`src/rtl/mul_div_unit.sv`:
```
// Multi-cycle unsigned multiply/divide unit owning the HI/LO registers.
// Shift-add multiply and restoring divide, one bit per cycle, WIDTH cycles per operation.
module mul_div_unit #(
    parameter int WIDTH = 32
) (
    input  logic             clk,
    input  logic             reset,
    input  logic             start,
    input  logic [5:0]       Signal,
    input  logic [WIDTH-1:0] dataA,
    input  logic [WIDTH-1:0] dataB,
    output logic [WIDTH-1:0] dataOut,
    output logic             busy,
    output logic             done,
    output logic             stall,
    output logic [WIDTH-1:0] hi,
    output logic [WIDTH-1:0] lo
);

    localparam logic [5:0] F_MULTU = 6'b011001;
    localparam logic [5:0] F_DIVU  = 6'b011011;
    localparam logic [5:0] F_MFHI  = 6'b010000;
    localparam logic [5:0] F_MFLO  = 6'b010010;

    localparam int CNT_W = (WIDTH > 1) ? $clog2(WIDTH) : 1;
    localparam logic [CNT_W-1:0] CNT_LAST = CNT_W'(WIDTH - 1);
    localparam logic [CNT_W-1:0] CNT_ONE  = CNT_W'(1);

    typedef enum logic [1:0] {
        S_IDLE,
        S_MUL,
        S_DIV,
        S_DONE
    } state_t;

    state_t state, next_state;

    logic [CNT_W-1:0] cnt;
    logic [WIDTH-1:0] mcand, mplier, acc;
    logic [WIDTH-1:0] divisor, dvd, rem;
    logic [2*WIDTH-1:0] mul_next, div_next;
    logic             last;

    // One shift-add step; the carry of the add lands in the MSB after the shift.
    function automatic logic [2*WIDTH-1:0] mul_step(
        input logic [WIDTH-1:0] upper,
        input logic [WIDTH-1:0] mpl,
        input logic [WIDTH-1:0] mc
    );
        logic [WIDTH:0] sum;
        sum = {1'b0, upper} + (mpl[0] ? {1'b0, mc} : {(WIDTH+1){1'b0}});
        return {sum, mpl[WIDTH-1:1]};
    endfunction

    // One restoring-division step; quotient bits shift into the dividend LSB.
    function automatic logic [2*WIDTH-1:0] div_step(
        input logic [WIDTH-1:0] r,
        input logic [WIDTH-1:0] d,
        input logic [WIDTH-1:0] dsr
    );
        logic [WIDTH:0] sh;
        logic           q;
        sh = {r, d[WIDTH-1]};
        if (sh >= {1'b0, dsr}) begin
            sh = sh - {1'b0, dsr};
            q  = 1'b1;
        end else begin
            q  = 1'b0;
        end
        return {sh[WIDTH-1:0], d[WIDTH-2:0], q};
    endfunction

    always_comb begin
        mul_next = mul_step(acc, mplier, mcand);
        div_next = div_step(rem, dvd, divisor);
    end

    assign last  = (cnt == CNT_LAST);
    assign busy  = (state == S_MUL) || (state == S_DIV);
    assign done  = (state == S_DONE);
    assign stall = busy && start &&
                   ((Signal == F_MULTU) || (Signal == F_DIVU) ||
                    (Signal == F_MFHI)  || (Signal == F_MFLO));

    always_comb begin
        dataOut = '0;
        if (Signal == F_MFHI)
            dataOut = hi;
        else if (Signal == F_MFLO)
            dataOut = lo;
    end

    always_ff @(posedge clk) begin
        if (!reset)
            state <= S_IDLE;
        else
            state <= next_state;
    end

    always_comb begin
        next_state = state;
        case (state)
            S_IDLE, S_DONE: begin
                next_state = S_IDLE;
                if (start) begin
                    if (Signal == F_MULTU)
                        next_state = S_MUL;
                    else if (Signal == F_DIVU)
                        next_state = (dataB == '0) ? S_DONE : S_DIV;
                end
            end
            S_MUL:   if (last) next_state = S_DONE;
            S_DIV:   if (last) next_state = S_DONE;
            default: next_state = S_IDLE;
        endcase
    end

    // Datapath, counter and HI/LO; reset also aborts any operation in flight.
    always_ff @(posedge clk) begin
        if (!reset) begin
            cnt     <= '0;
            mcand   <= '0;
            mplier  <= '0;
            acc     <= '0;
            divisor <= '0;
            dvd     <= '0;
            rem     <= '0;
            hi      <= '0;
            lo      <= '0;
        end else begin
            case (state)
                S_IDLE, S_DONE: begin
                    if (start && (Signal == F_MULTU)) begin
                        mcand  <= dataA;
                        mplier <= dataB;
                        acc    <= '0;
                        cnt    <= '0;
                    end else if (start && (Signal == F_DIVU)) begin
                        if (dataB != '0) begin
                            dvd     <= dataA;
                            divisor <= dataB;
                            rem     <= '0;
                            cnt     <= '0;
                        end else begin
                            hi <= dataA;
                            lo <= '1;
                        end
                    end
                end
                S_MUL: begin
                    {acc, mplier} <= mul_next;
                    cnt           <= cnt + CNT_ONE;
                    if (last) begin
                        hi <= mul_next[2*WIDTH-1:WIDTH];
                        lo <= mul_next[WIDTH-1:0];
                    end
                end
                S_DIV: begin
                    {rem, dvd} <= div_next;
                    cnt        <= cnt + CNT_ONE;
                    if (last) begin
                        hi <= div_next[2*WIDTH-1:WIDTH];
                        lo <= div_next[WIDTH-1:0];
                    end
                end
                default: cnt <= '0;
            endcase
        end
    end

endmodule

```
`config.mk`:
```
export PLATFORM = sky130hd
export DESIGN_NAME = mul_div_unit
export DESIGN_NICKNAME = d
export VERILOG_FILES = /design/src/rtl/mul_div_unit.sv
export SDC_FILE = /design/constraint.sdc
export NUM_CORES = 1
export LEC_CHECK = 0
export ABC_AREA = 1
export CELL_PAD_IN_SITES_DETAIL_PLACEMENT = 1
export CELL_PAD_IN_SITES_GLOBAL_PLACEMENT = 2
export CORE_MARGIN = 3
export CORE_UTILIZATION = 31
export DETAILED_ROUTE_END_ITERATION = 12
export PLACE_DENSITY = 0.88
export SYNTH_ARGS = -nofsm -noshare
export SYNTH_HDL_FRONTEND = slang
export SYNTH_SLANG_ARGS = --single-unit
```
`constraint.sdc`:
```
create_clock -name clk -period 5.5 [get_ports clk]
set_clock_uncertainty 0.15 [all_clocks]
set_input_delay 1.1 -clock clk [delete_from_list [all_inputs] [get_ports clk]]
set_output_delay 1.1 -clock clk [all_outputs]
set_load 0.005 [all_outputs]
```
Word-level counts from Yosys, hierarchy flattened:

Index checks and enable logic that the tools add are counted.

* logic and storage cells: 93
* input bits: 73
* bits in registers: 263
* output and inout bits: 99

* bitwise gates (word level): 1
* magnitude comparators: 1
* reduce and logical (&&, ||, !) cells: 21
* add/sub/neg operators: 3
* equality and inequality tests: 18
* muxes and demuxes: 39

Operators with widths (number)
* $mux 32: 22
* $pmux 32 s2: 4
* $pmux 32 s3: 2
* $add 32x32->33: 1
* $ge 33x32->1: 1
* $logic_not 32->1: 1
* $reduce_bool 32->1: 1
* $sub 32x32->32: 1
* $eq 6x5->1 const B: 4
* $mux 5: 3
* $ne 2x2->1 const B: 7
* $pmux 5 s2: 1
* $mux 2: 4
* $reduce_and 4->1: 2
* $ne 3x3->1 const B: 2
* $reduce_and 2->1: 3
* $add 5x1->5 const B: 1
* $eq 5x5->1 const B: 1
* $reduce_and 5->1: 1
* $eq 2x2->1 const B: 2
* $logic_and 1x1->1: 4
* $logic_or 1x1->1: 4
* $pmux 2 s2: 1
* $reduce_bool 2->1: 2
* other kinds (6): 8

Depth between registers and ports, before layout:

Gate-level depths: netlist of the first run.

* depth after elaboration: 6
* depth in mapped cells: 20
* mapped depth without buffers: 18

Least setup slack after synthesis of the first run:

Ideal clock, no wire load.

* kind: input-to-output
* start point: input Signal[4]
* end point: output dataOut[10]
* path slack: 2.131 ns
* arrival: 2.119 ns
* required time: 4.250 ns
* cell stages on the path: 9
* buffers on the path: 1
* path through: inv_1 nor2_2 inv_1 nor4_1 inv_1 nor2_1 clkbuf_1 nand2_1 nand2_1

* word-level cells in the longest chain between the ends: 3
* elaborated cells between the ends (all ways): 4
* those cells by class: 2 x eq/ne; 2 x mux

RTL lines
* start: declaration: line 9 `input logic [5:0] Signal,`
* $eq 6x5->1: line 89 `else if (Signal == F_MFLO)`
* $mux 32: line 89
* $mux 32 (*): line 87 `if (Signal == F_MFHI)`
* end: declaration: line 12 `output logic [WIDTH-1:0] dataOut,`

Mark *: on every way between the ends. The rest lies on a longest branch, timed or not.

Worst setup path in the final report of the first run:

* start point: input Signal[4]
* end point: output dataOut[26]

Same word-level chain as after synthesis.

==> flow_summary_export.csv, run 1 <==
group,metric,value,unit
final_layout,synthToLayoutAreaGrowth,19.61,%
final_layout,layout-drive-gt1-share,0.05740,
logic_synthesis,yosys_warnings,0,
sta,slew_viol_final,0,
run_status,status,"complete, no violations",
logic_synthesis,ys_top_cells_by_area,"dfxtp_1 (32%), nand2_1 (17%), o21ai_0 (8.6%)",
global_routing,grt_pass1_wl,107.9,mm
logic_synthesis,syn_area_per_cell,6.297,µm²
floorplanning,io_pins,172,
cts,htree_levels,2,
logic_synthesis,yosysTopAreaCellShare,0.3199,
place,place.gp.congestion,0.8940,
logic_synthesis,synth_edf_count,0,
power,power_density,471.4,nW/µm²
place,place_inst,3360,
route,vias,17630,
sta,worst_pin_slew,1.082,ns
cts,clkSinkCount,263,
cts,cts_resized,0,
route,finalWirelength,70.68,mm
cts,cts_tree,"built",
final_layout,final_common_cell,"nand2_1",
global_routing,grt_max_degree,106,
cts,cts_made_buffers,34,
place,dpl.hpwl,54.92,mm
sta,hold_viol,0,
worst_setup_path,critPathMaxFanout,32,
sta,setup_viol,0,
cts,cts_setup_buffers,0,
floorplanning,initial_utilization,0.3170,
logic_synthesis,yosysSeqAreaShare,0.3199,
floorplanning,die_y,236.4,µm
logic_synthesis,yosysUniqueCellTypes,48,
worst_setup_path,worstPathRequired,4.25,ns
sta,period_needed,5.057,ns
final_layout,seqCellArea,5265,µm²
logic_synthesis,syn_area,16460,µm²
final_layout,num-fill-cells,6818,
power,power.leakage,9.140,nW
route,vias_per_cell,5.163,
final_layout,layout_common_cells,"nand2_1 (724), inv_1 (368), o21ai_0 (283), dfxtp_1 (263), a21oi_1 (239)",
global_routing,antenna_found_initial,3,
floorplanning,chipWidth,236.4,µm
logic_synthesis,synthCells,2614,
worst_setup_path,start_kind,"input port",
route,drc,0,
logic_synthesis,synth_top_cell_by_area,"dfxtp_1",
global_routing,grt_overflow_total,0,
route,drtAntennaViolNets,0,
floorplanning,die_area,55900,µm²
cts,cts.clk_slew.worst_paths,0.06,ns
sta,finalSetupTns,0,ns
logic_synthesis,async_flop_share,0,
logic_synthesis,synth_seq_cells,263,
worst_hold_path,hold_class,"flip-flop to flip-flop",
place,port-buffer-count,171,
sta,holdWs,0.2950,ns
cts,root_buffer,"clkbuf_16",
logic_synthesis,synth_fp_nets,2758,
final_layout,diodes,0,
floorplanning,core,51920,µm²
cts,cts_buffer_depth,3,
route,first_iter_violations,1190,
final_layout,final_nets,2860,
power,ir_drop,0.2059,mV
flow_run,drv_cap,0,
sta,relSlewSlack,0.2777,
worst_setup_path,cp.arrival,3.81,ns
global_routing,grt_pass1_vias,17975,
route,dr.pass1.iters,5,
final_layout,multiInputGateArea,9251,µm²
sta,rsz0062_at_grt,"false",
sta,fin_crit_sh,0.9195,
global_routing,grt.total_usage,0.2468,
route,wl_per_cell,20.70,µm
floorplanning,row_count,83,
cts,clkLatencyLatePin,0.56,ns
sta,fmax,197.7,MHz
worst_setup_path,critical_path_class,"input port to output port",
cts,hold_buffers,0,
logic_synthesis,synthFlopType,"dfxtp_1",
final_layout,instances_no_fill,3415,
worst_setup_path,worstSetupEndpointType,"output port",
==> critical path: stages <==
cell and delay [ns]:
clkdlybuf4s50_1 0.47, inv_1 0.08, nor2_2 0.10, inv_1 0.05, nor4_1 0.49, inv_1 0.24
nor2_2 0.12, buf_4 0.36, nand2_1 0.12, nand2_1 0.09, clkdlybuf4s50_1 0.53
==> state kept, by name (all words and copies together) (netlist names) <==
signal	flops
acc	32
cnt	5
divisor	32
dvd	32
hi	32
lo	32
mcand	32
mplier	32
rem	32
state	2
==> metrics by stage <==
step | setup WS [ns] | instance area (µm²) | total power, mW | util
2_1_floorplan | 2.131 | 16460 | 5.408 | -
3_3_place_gp | 0.5822 | 18660 | 6.998 | 0.3593
3_5_place_dp | 0.5139 | 18660 | 7.091 | 0.3593
4_1_cts | 0.4994 | 19690 | 9.296 | 0.3792
5_1_grt | 0.3005 | 19690 | 9.899 | 0.3792
6_report | 0.4427 | 19690 | 9.281 | 0.3792
==> Yosys cell counts, types with 9 or more instances <==
library cell,count
nand2_2,25
o211ai_1,31
nor2_1,191
nand4_1,17
o221ai_1,13
clkbuf_1,87
nand3_1,113
dfxtp_1,263
buf_2,25
a21oi_2,9
a21oi_1,239
nand2_1,725
ha_1,69
inv_1,369
a31oi_1,32
nor3_1,10
o21ai_0,284
nand3b_1,9
or2_2,13
xnor2_1,13
==> worst paths after layout <==
kind,slack (ns),start,to,cells after the start
max,0.44,Signal[4],dataOut[26],11
max reg2reg,1.65,mplier[0],hi[9],17
min,0.29,mcand[14],mcand[14],2
min reg2reg,0.29,mcand[14],mcand[14],2
==> cell type report <==
class                           instances  area share
Multi-Input combinational cell       1849      0.4699
Inverter                              377     0.07187
Timing Repair Buffer                  191     0.09526
Tap cell                              680     0.04321
Clock inverter                          8    0.004575
Sequential cell                       263      0.2674
Clock buffer                           47     0.04779
==> metal layers <==
metal,vias to the layer above,GRT usage,wire length (µm)
li1,8612,-,-
met1,8512,0.3352,32510
met2,420,0.4008,32240
met3,84,0.04700,4293
met4,2,0.06505,1627
met5,-,0,8
==> power by group <==
part           switching, mW  internal [mW]
sequential             0.420           2.42
combinational           2.79           1.49
clock                  0.917           1.24
==> logic make-up (layout without fill, tap and decap cells) <==
kind of cell / count (synthesis) / count (layout) / share of synthesized area
XOR/XNOR: 16 / 16 / 0.008514
adder cells (fa/ha/maj): 71 / 71 / 0.05488
AO/OA/AOI/OAI: 628 / 628 / 0.2075
buffers and inverters: 502 / 623 / 0.1199
AND/OR/NAND/NOR: 1134 / 1134 / 0.2894
flip-flops: 263 / 263 / 0.3199
Note: power is estimated with default switching activity, not from simulation.
==> run 2: changes to the inputs <==
--- a/config.mk
+++ b/config.mk
@@ -6,6 +6,7 @@
 export NUM_CORES = 1
 export LEC_CHECK = 0
 export ABC_AREA = 1
+export CAP_MARGIN = 20
 export CELL_PAD_IN_SITES_DETAIL_PLACEMENT = 1
 export CELL_PAD_IN_SITES_GLOBAL_PLACEMENT = 2
 export CORE_MARGIN = 3
==> results of run 2 <==
Same layout as run 1: the final DEF is identical, and so are final timing and power.
